**src/rtl/bcd_countdown_timer_pkg.sv**
```systemverilog
// rtl/bcd_countdown_timer_pkg.sv - shared constants, state encoding and digit clamp for the BCD countdown timer
// Purpose: single home for the digit width, BCD ceiling and FSM state encoding.
// Ports: none (package).
package bcd_countdown_timer_pkg;

  localparam int         DIGIT_W = 4;
  localparam logic [3:0] BCD_MAX = 4'd9;

  typedef enum logic [1:0] {
    ST_IDLE   = 2'd0,
    ST_RUN    = 2'd1,
    ST_PAUSED = 2'd2,
    ST_DONE   = 2'd3
  } state_e;

  // Digits 10..15 are not BCD; they saturate to 9 so OUT never holds a non-BCD digit.
  function automatic logic [3:0] bcd_clamp(input logic [3:0] d);
    return (d > BCD_MAX) ? BCD_MAX : d;
  endfunction

endpackage

```
**src/rtl/bcd_countdown_timer_digit_dec.sv**
```systemverilog
// rtl/bcd_countdown_timer_digit_dec.sv - combinational single-digit BCD decrement with borrow
// Purpose: one stage of the ripple-borrow decrement chain.
// Ports: digit (current BCD digit), borrow_in (decrement request from lower digit),
//        next_digit (decremented digit), borrow_out (request passed to the next digit).
module bcd_digit_dec
  import bcd_countdown_timer_pkg::*;
(
  input  logic [DIGIT_W-1:0] digit,
  input  logic               borrow_in,
  output logic [DIGIT_W-1:0] next_digit,
  output logic               borrow_out
);

  always_comb begin
    next_digit = digit;
    borrow_out = 1'b0;
    if (borrow_in) begin
      if (digit == '0) begin
        next_digit = BCD_MAX;
        borrow_out = 1'b1;
      end else begin
        next_digit = digit - 1'b1;
      end
    end
  end

endmodule

```
**src/rtl/bcd_countdown_timer.sv**
```systemverilog
// rtl/bcd_countdown_timer.sv - cascadable BCD countdown timer with optional auto-reload
// Purpose: load a multi-digit BCD preset, decrement on qualified ticks, flag expiry.
// Ports: CLK, reset (sync active-high), load/load_val (preset capture, digit 0 in [3:0]),
//        start, pause, tick (control), OUT (registered count), busy (RUN or PAUSED),
//        zero (combinational OUT==0), done (one-cycle expiry pulse).
module bcd_countdown_timer
  import bcd_countdown_timer_pkg::*;
#(
  parameter int DIGITS      = 2,
  parameter int AUTO_RELOAD = 0
) (
  input  logic                      CLK,
  input  logic                      reset,
  input  logic                      load,
  input  logic [DIGIT_W*DIGITS-1:0] load_val,
  input  logic                      start,
  input  logic                      pause,
  input  logic                      tick,
  output logic [DIGIT_W*DIGITS-1:0] OUT,
  output logic                      busy,
  output logic                      zero,
  output logic                      done
);

  localparam int W = DIGIT_W * DIGITS;

  logic [W-1:0]    cnt_q;
  logic [W-1:0]    reload_q;
  state_e          state_q;
  logic            done_q;
  logic            busy_q;

  logic [W-1:0]    load_sat;
  logic [W-1:0]    cnt_dec;
  logic [DIGITS:0] borrow;

  always_comb begin
    load_sat = '0;
    for (int i = 0; i < DIGITS; i++) begin
      load_sat[i*DIGIT_W +: DIGIT_W] = bcd_clamp(load_val[i*DIGIT_W +: DIGIT_W]);
    end
  end

  // Digit 0 always receives the decrement; borrows ripple upward in one cycle.
  assign borrow[0] = 1'b1;

  for (genvar g = 0; g < DIGITS; g++) begin : g_dec
    bcd_digit_dec u_dec (
      .digit      (cnt_q[g*DIGIT_W +: DIGIT_W]),
      .borrow_in  (borrow[g]),
      .next_digit (cnt_dec[g*DIGIT_W +: DIGIT_W]),
      .borrow_out (borrow[g+1])
    );
  end

  assign zero = (cnt_q == '0);

  always_ff @(posedge CLK) begin
    if (reset) begin
      cnt_q    <= '0;
      reload_q <= '0;
      state_q  <= ST_IDLE;
      done_q   <= 1'b0;
      busy_q   <= 1'b0;
    end else begin
      done_q <= 1'b0;
      if (load) begin
        cnt_q    <= load_sat;
        reload_q <= load_sat;
        state_q  <= ST_IDLE;
        busy_q   <= 1'b0;
      end else begin
        case (state_q)
          ST_IDLE: begin
            if (start) begin
              if (zero) begin
                state_q <= ST_DONE;
                done_q  <= 1'b1;
              end else begin
                state_q <= ST_RUN;
                busy_q  <= 1'b1;
              end
            end
          end
          ST_RUN: begin
            if (pause) begin
              state_q <= ST_PAUSED;
            end else if (zero) begin
              // Only reached in the cycle after an auto-reload expiry.
              if (AUTO_RELOAD != 0 && reload_q != '0) begin
                cnt_q <= reload_q;
              end else begin
                state_q <= ST_DONE;
                busy_q  <= 1'b0;
              end
            end else if (tick) begin
              cnt_q <= cnt_dec;
              if (cnt_dec == '0) begin
                done_q <= 1'b1;
                if (!(AUTO_RELOAD != 0 && reload_q != '0)) begin
                  state_q <= ST_DONE;
                  busy_q  <= 1'b0;
                end
              end
            end
          end
          ST_PAUSED: begin
            if (start) begin
              state_q <= ST_RUN;
            end
          end
          default: begin
            // ST_DONE: held until load or reset.
          end
        endcase
      end
    end
  end

  assign OUT  = cnt_q;
  assign busy = busy_q;
  assign done = done_q;

endmodule

```
**config.mk**
```make
export PLATFORM = sky130hd
export DESIGN_NAME = bcd_countdown_timer
export DESIGN_NICKNAME = d
export VERILOG_FILES = /design/src/rtl/bcd_countdown_timer_pkg.sv /design/src/rtl/bcd_countdown_timer_digit_dec.sv /design/src/rtl/bcd_countdown_timer.sv
export SDC_FILE = /design/constraint.sdc
export NUM_CORES = 1
export LEC_CHECK = 0
export ABC_AREA = 1
export BUFFER_PORTS_ARGS = -buffer_cell sky130_fd_sc_hd__buf_4
export CAP_MARGIN = 30
export CORE_MARGIN = 2
export CORE_UTILIZATION = 55
export DETAILED_ROUTE_END_ITERATION = 8
export PLACE_DENSITY_LB_ADDON = 0.3
export SKIP_CTS_REPAIR_TIMING = 1
export SLEW_MARGIN = 25
export SYNTH_ARGS = -nofsm -noshare
export SYNTH_HDL_FRONTEND = slang
export SYNTH_SLANG_ARGS = --single-unit
```
**constraint.sdc**
```tcl
create_clock -name CLK -period 2.9 [get_ports CLK]
set_input_delay 0.29 -clock CLK [delete_from_list [all_inputs] [get_ports CLK]]
set_output_delay 0.29 -clock CLK [all_outputs]
set_load 0.02 [all_outputs]
```
### Word-level counts from Yosys, hierarchy flattened

Index checks and enable logic that the tools add are counted.

| storage, ports and cells | value |
|---|---|
| flip-flop bits (word level) | 12 |
| bits of input ports | 14 |
| output and inout bits | 11 |
| logic and storage cells | 66 |

| cells by class | value |
|---|---|
| $add $sub $neg | 2 |
| order comparisons | 2 |
| equality and inequality tests | 12 |
| multiplexer cells | 33 |
| reductions and logical operators | 13 |

Operators by type and width:

| kind | number |
|---|---|
| 8-bit two-way mux | 5 |
| 4-bit two-way mux | 5 |
| 8-bit zero test | 2 |
| 2-bit two-way mux | 7 |
| 1-bit two-way mux | 13 |
| 2-bit inequality test, second input constant | 6 |
| 4-bit > comparator, second input constant | 2 |
| 4-bit zero test | 2 |
| 4-bit inequality test, second input constant | 2 |
| 4-bit by 1-bit subtractor with 4-bit output, second input constant | 2 |
| 3-bit inequality test, second input constant | 2 |
| 2-bit one-hot mux with 3 select lines | 1 |
| 6-bit AND reduction | 1 |
| 2-bit nonzero test | 3 |
| 5-bit AND reduction | 1 |
| 1-bit one-hot mux with 2 select lines | 2 |
| 4-bit AND reduction | 1 |
| 3-bit nonzero test | 1 |
| 2-bit by 1-bit equality test with 1-bit output, second input constant | 1 |
| 2-bit equality test, second input constant | 1 |
| 2-bit zero test | 1 |
| 2-bit OR reduction | 1 |

### Logic depth before layout (Yosys ltp)

Gate-level depths: netlist of the first run.

| depth | value |
|---|---|
| depth after elaboration | 9 |
| gate-level depth with buffers | 11 |
| mapped depth without buffers | 11 |

### Modules after synthesis

From an unflattened synthesis of the first run, not the netlist that was laid out.

| second synthesis, totals | value |
|---|---|
| cells, all modules | 159 |
| area, all modules | 978.4 sq um |

Modules (own cells, without submodules):

| module | instances | cells an instance | area an instance (sq um) | sequential area each (sq um) |
|---|---|---|---|---|
| bcd_countdown_timer | 1 | 125 | 803.3 | 240.2 |
| bcd_digit_dec | 2 | 17 | 87.6 | 0.0 |

### Least setup slack after synthesis of the first run

OpenSTA, ideal clock, no wires.

| timing path | value |
|---|---|
| path type | flip-flop to flip-flop |
| start point | register cnt_q[0] (netlist: OUT[0]) |
| end point | register cnt_q[0] (netlist: OUT[0]) |
| library setup time | 0.066 ns |
| arrival | 1.494 ns |
| required time | 2.834 ns |
| slack | 1.340 ns |
| stages on the path, launching flop included | 10 |
| buffers on the path | 0 |
| clock period less this slack | 1.560 ns |
| path through | dfxtp_1 > nor2_2 > nand3_2 > nor2_4 > nor2_4 > nand2_4 > nor2_4 > nor2_8 > nand2_1 > a21oi_2 |

| on the way | value |
|---|---|
| elaborated cells between the ends (all ways) | 11 |
| classes of those cells | add/sub: 1; eq/ne: 1; mux: 6; reduce/logical: 3 |

RTL lines:

| item | line | RTL |
|---|---|---|
| start, declared | bcd_countdown_timer.sv:27 | `logic [W-1:0] cnt_q;` |
| start signal, assigned | bcd_countdown_timer.sv:68 | `cnt_q <= load_sat;` |
| start signal, assigned | bcd_countdown_timer.sv:91 | `cnt_q <= reload_q;` |
| start signal, assigned | bcd_countdown_timer.sv:97 | `cnt_q <= cnt_dec;` |
| 8-bit zero test | bcd_countdown_timer.sv:56 | `assign zero = (cnt_q == '0);` |
| via zero | bcd_countdown_timer.sv:21 | `output logic zero,` |
| 2-bit inequality test (no line) | n/a |  |
| 4-bit AND reduction (no line) | n/a |  |

The timed path passes the listed nets, and every way through them passes these cells. The select of a mux whose other input is x is not followed.
A chain may end at the register's enable or synchronous reset.

### Final worst setup path of the first run

| timing path | value |
|---|---|
| start point | register cnt_q[0] (netlist: OUT[0]) |
| end point | output zero |

| on the way | value |
|---|---|
| longest elaborated chain between the ends | 1 |

RTL lines:

| item | line |
|---|---|
| 8-bit zero test | bcd_countdown_timer.sv:56 |
| end, declared | bcd_countdown_timer.sv:21 |

No other way between the ends.

==> summary.md, run 1 <==
| Metric | Value |
|---|---|
| Global-route wire length before repair | 3650 um |
| Pre-CTS WS | 1.26 ns |
| Chip Width | 45.1 um |
| ANT cells | 0 |
| Core area | 1540 um2 |
| Post-Syn Nets | 158 |
| Cell area power density | 419 nW/um2 |
| Worst Tran Pin Value | 0.519 ns |
| Critical path endpoint category | output port |
| Overall Global Routing Usage | 0.248 |
| HP Start | reset |
| R2r setup slk | 1.24 ns |
| Slew Viols, Final | 0 |
| DIE AREA | 2030 um2 |
| Worst r2r path cells | 10 |
| Chip Height | 45.1 um |
| Mapped Area | 930 um2 |
| Maximum clock path buffer count | 2 |
| Site Rows | 14 |
| Largest net degree at the start of global routing | 10 |
| Post-DP HPWL | 1790 um |
| Setup violators final | 0 |
| IO Pins | 25 |
| Post-synth top flop | dfxtp_1 |
| Nets | 186 |
| Clock Power Share | 0.220 |
| Min setup slack post-route | 1.15 ns |
| Max Freq | 570 MHz |
| Worst r2r src | OUT[0] |
| Hold depth | 2 |
| Cell variety after synth | 25 |
| CTS tree | built |
| Drt total wl | 2250 um |
| Post-route design area | 1150 um2 |
| Hold Violations, Final | 0 |
| Unrepaired setup endpoints after global routing | false |
| Worst min path class | in2reg |
| Clock sink count | 12 |
| Vias per cell | 5.48 |
| Hold Path End | OUT[0] |
| Yosys reg bits | 12 |
| Post-synth EDFFs | 0 |
| Fill cell count | 137 |
| Maximum VDD drop | 0.308 mV |
| Leakage | 0.550 nW |
| Status | completed |
| Initial Util | 0.603 |
| Combinational share of power | 0.382 |
| Post-synthesis sequential area ratio | 0.258 |
| DRC Markers | 0 |
| Mapped Cells | 140 |
| Clk_skew | 0.00122 ns |
| Clk slew on worst S/H paths | 0.08 ns |
| CP arrival | 1.46 ns |
| Max-cap violations | 0 |
| Sw Ratio | 0.383 |
| Critical path required time | 2.61 ns |
| Final period util | 0.605 |
| DRT iter0 DRCs | 30 |
| Crit path time final | 1.75 ns |
| Register share of total power | 0.398 |
| Critical path peak fanout | 8 |
| FF-to-FF End | state_q[0] |
| Syn_area_per_cell | 6.64 um2 |
| CTS Root Cell | clkbuf_4 |
| Area growth syn-to-layout | 23.4% |
| Crit path launch type | register |
| YS warnings | 0 |
| Initial antenna violation count | 0 |
| H-Tree Depth | 1 |
| Gr ovfl total | 0 |
| Vias in the first global route | 866 |
| Slew margin rel. | 0.652 |
| Final total negative setup slack | 0 ns |
| Worst skew pair latency | 0.27 ns |
| Routed length per instance | 12.4 um |
| Layout cells sized above 1 | 0.271 |
| Psw | 0.000184 W |
| Int Pwr | 0.000297 W |
| Dpl cell area | 1120 um2 |
| Synth async-reset ratio | 0 |
| TritonRoute pass-1 iters | 4 |
| Via count | 998 |
| TritonCTS Buffers | 3 |
| Most frequent cells in the layout | nand2_1, buf_4, inv_1, nor2_1, o21ai_0 |
| Setup Crit Path Kind | reg2out |
| I/O Buffers | 24 |
| Number of routed nets with antenna violations | 0 |
| RD Place Congestion | 0.895 |
logic make-up after synthesis:
| logic type | synth area share |
|---|---|
| AOI/OAI and AO/OA | 0.213 |
| buffers and inverters | 0.0942 |
| and+or+nand+nor | 0.381 |
| adders and majority gates | 0.0538 |
| DFF | 0.258 |
flip-flops by register name, indices dropped and copies added (netlist names):
name and flops:
busy 1, OUT 8, state_q 2, done 1
cell type report:
class,instances,area (um2),share of cell area
sequential,12,240,0.209
timing repair buffer,24,180,0.157
multi-input combinational,105,602,0.525
inverter,22,82.6,0.0720
clock buffer,3,22.5,0.0196
tap,16,20.0,0.0174
worst max-delay path by stage:
stage,startpoint,to,slack [ns],cells after the start
3_5_place_dp,OUT[0],state_q[0],1.26,10
3_3_place_gp,OUT[0],state_q[1],1.34,10
5_1_grt,OUT[0],zero,1.05,4
6_report,OUT[0],zero,1.15,4
2_1_floorplan,OUT[0],OUT[0],1.34,9
4_1_cts,OUT[0],zero,1.16,4
per-stage QoR:
stage	instances	hold slack (ns)	power, W	utilization
2_1_floorplan	140	0.352	0.000318	-
3_3_place_gp	179	0.454	0.000371	0.730
3_5_place_dp	179	0.460	0.000377	0.730
4_1_cts	182	0.192	0.000480	0.744
5_1_grt	182	0.198	0.000507	0.744
6_report	182	0.192	0.000481	0.744
cell usage after synthesis (2+ instances only):
master | n | area (um2)
nand4_1 | 3 | 18.8
nand2_1 | 24 | 90.1
nor2_4 | 3 | 33.8
nor3_1 | 3 | 15.0
a21oi_1 | 12 | 60.1
o21ai_0 | 13 | 65.1
nand2_2 | 2 | 12.5
or2_2 | 2 | 12.5
nor2_1 | 15 | 56.3
a21oi_2 | 2 | 17.5
nand3_2 | 3 | 30.0
dfxtp_1 | 12 | 240
ha_1 | 4 | 50.1
o21ai_1 | 2 | 10.0
inv_1 | 22 | 82.6
nand3_1 | 7 | 35.0
nor2_2 | 3 | 18.8
worst max-delay path, cell delays in order (launching register included):
cell and delay, ns:
dfxtp_1 0.39, nor2_2 0.28, nand3_2 0.15, nor2_4 0.19
buf_4 0.17
metal layers:
layer | routed length (um) | share of wire | track usage
met5 | 0 | 0 | 0
met4 | 40 | 0.018 | 0.118
met1 | 995 | 0.44 | 0.328
met3 | 157 | 0.070 | 0.0320
met2 | 1060 | 0.47 | 0.400
power groups by stage:
stage,sequential [W],clock [W],combinational (W)
global placement,0.000194,0,0.000177
global route,0.000193,0.000113,0.000201
detailed placement,0.000195,0,0.000182
CTS,0.000191,0.000106,0.000183
finish,0.000191,0.000106,0.000184
floorplan,0.000206,0,0.000112
(Power assumes the default switching activity.)
==> run 2, diff against run 1 <==
Settings changed: CORE_UTILIZATION 55 to 51.
Clock period 2.9 ns to 1.7 ns, I/O delays scaled along.
==> summary.md, run 2 (synthesized netlist as in run 1, its figures left out) <==
| Metric | Value |
|---|---|
| Status | completed |
| Largest net degree at the start of global routing | 10 (unchanged) |
| Global-route wire length before repair | 3680 um (+0.74%) |
| Layout cells sized above 1 | 0.280 (+0.00868) |
| Vias per cell | 5.18 (-5.6%) |
| Clock sink count | 12 (unchanged) |
| Via count | 999 (+0.10%) |
| Worst Tran Pin Value | 0.327 ns (-0.192 ns) |
| Worst skew pair latency | 0.28 ns (about the same) |
| Cell area power density | 748 nW/um2 (+78%) |
| Initial antenna violation count | 0 (unchanged) |
| Overall Global Routing Usage | 0.243 (-0.00570) |
| Routed length per instance | 12.3 um (-0.80%) |
| Critical path required time | 1.53 ns (-1.08 ns) |
| Vias in the first global route | 837 (-3.3%) |
| IO Pins | 25 (unchanged) |
| CP arrival | 1.41 ns (-0.05 ns) |
| I/O Buffers | 24 (unchanged) |
| TritonRoute pass-1 iters | 4 (unchanged) |
| Most frequent cells in the layout | buf_4, nand2_1, inv_1, nor2_1, o21ai_0 |
| DRT iter0 DRCs | 54 (+80%) |
| Post-DP HPWL | 1810 um (+1.2%) |
| DIE AREA | 2180 um2 (+7.2%) |
| Critical path peak fanout | 5 (-3) |
| H-Tree Depth | 1 (unchanged) |
| Max reg flops | 8 (unchanged) |
| Final period util | 0.927 |
| Final total negative setup slack | 0 ns (unchanged) |
| Worst min path class | in2reg |
| Slew margin rel. | 0.782 (+0.130) |
| Maximum VDD drop | 0.462 mV (+50%) |
| Initial Util | 0.538 (-0.0647) |
| Site Rows | 15 (+1) |
| Clk slew on worst S/H paths | 0.09 ns (about the same) |
| Commonest non-fill, non-tap cell in the layout | buf_4 |
| Gr ovfl total | 0 (unchanged) |
| CTS Root Cell | clkbuf_4 |
| TritonCTS Buffers | 3 (unchanged) |
| Area growth syn-to-layout | 28.0% |
| Setup violators final | 0 (unchanged) |
| Leakage | 0.565 nW (+2.7%) |
| Max-cap violations | 0 (unchanged) |
| Chip Width | 46.7 um (+3.5%) |
| Core area | 1730 um2 (+12%) |
| Crit path time final | 1.58 ns |
| Nets | 187 (+0.54%) |
| Crit path launch type | register |
| Maximum clock path buffer count | 2 (unchanged) |
| Max Freq | 635 MHz |
| Dpl cell area | 1140 um2 (+1.7%) |
| Critical path endpoint category | output port |
| Drt total wl | 2370 um (+5.2%) |
| Setup Crit Path Kind | reg2out |
| RD Place Congestion | 0.881 (-1.6%) |
| Hold Violations, Final | 0 (unchanged) |
| Unrepaired setup endpoints after global routing | false |
| Post-route design area | 1190 um2 (+3.7%) |
| Number of routed nets with antenna violations | 0 (unchanged) |
| Chip Height | 46.7 um (+3.5%) |
| Slew Viols, Final | 0 (unchanged) |
| ANT cells | 0 (unchanged) |
| DRC Markers | 0 (unchanged) |
| Clk_skew | 0.00643 ns (+0.00521 ns) |
| CTS tree | built |
## run 2: through the flow
step	power [W]	hold slack, ns	cells	worst slack (ns)	utilization
6_report	0.000890	0.0711	193	0.125	0.689
5_1_grt	0.000939	0.0755	193	0.00661	0.689
4_1_cts	0.000885	0.0706	193	0.0985	0.683
3_5_place_dp	0.000645	0.375	189	0.135	0.662
3_3_place_gp	0.000637	0.371	189	0.193	0.662
2_1_floorplan	0.000542	0.232	140	0.140	-
## run 2: layout make-up
cell class | instances | area, um2
Multi-Input combinational cell | 105 | 612
Fill cell | 156 | 537
Sequential cell | 12 | 240
Timing Repair Buffer | 25 | 188
Inverter | 22 | 82.6
Clock buffer | 4 | 36.3
Tap cell | 25 | 31.3
## run 2: critical path, stage by stage, from the launching register on
cell and delay [ns]:
dfxtp_1 0.35, nor2_1 0.26, nand3_2 0.15, nor2_4 0.18, buf_4 0.17
## run 2: report_power, final
group	switching, W	internal, W
clock	0.000110	0.000130
sequential	0.0000271	0.000302
combinational	0.000193	0.000127
## run 2: final timing paths
check                           startpoint      to  slack [ns]  depth (start not counted)
worst min register to register      OUT[4]  OUT[4]        0.51                          2
worst max register to register      OUT[0]  OUT[4]        0.13                          8
worst min-delay path                 reset  OUT[0]        0.07                          2
worst max-delay path                OUT[4]    zero        0.12                          4
## run 2: per-layer routing
metal,up-vias,share of wire,track usage
met1,443,0.47,0.333
met3,6,0.055,0.0353
met2,36,0.46,0.361
met4,0,0.022,0.133
li1,514,-,-
met5,-,0,0
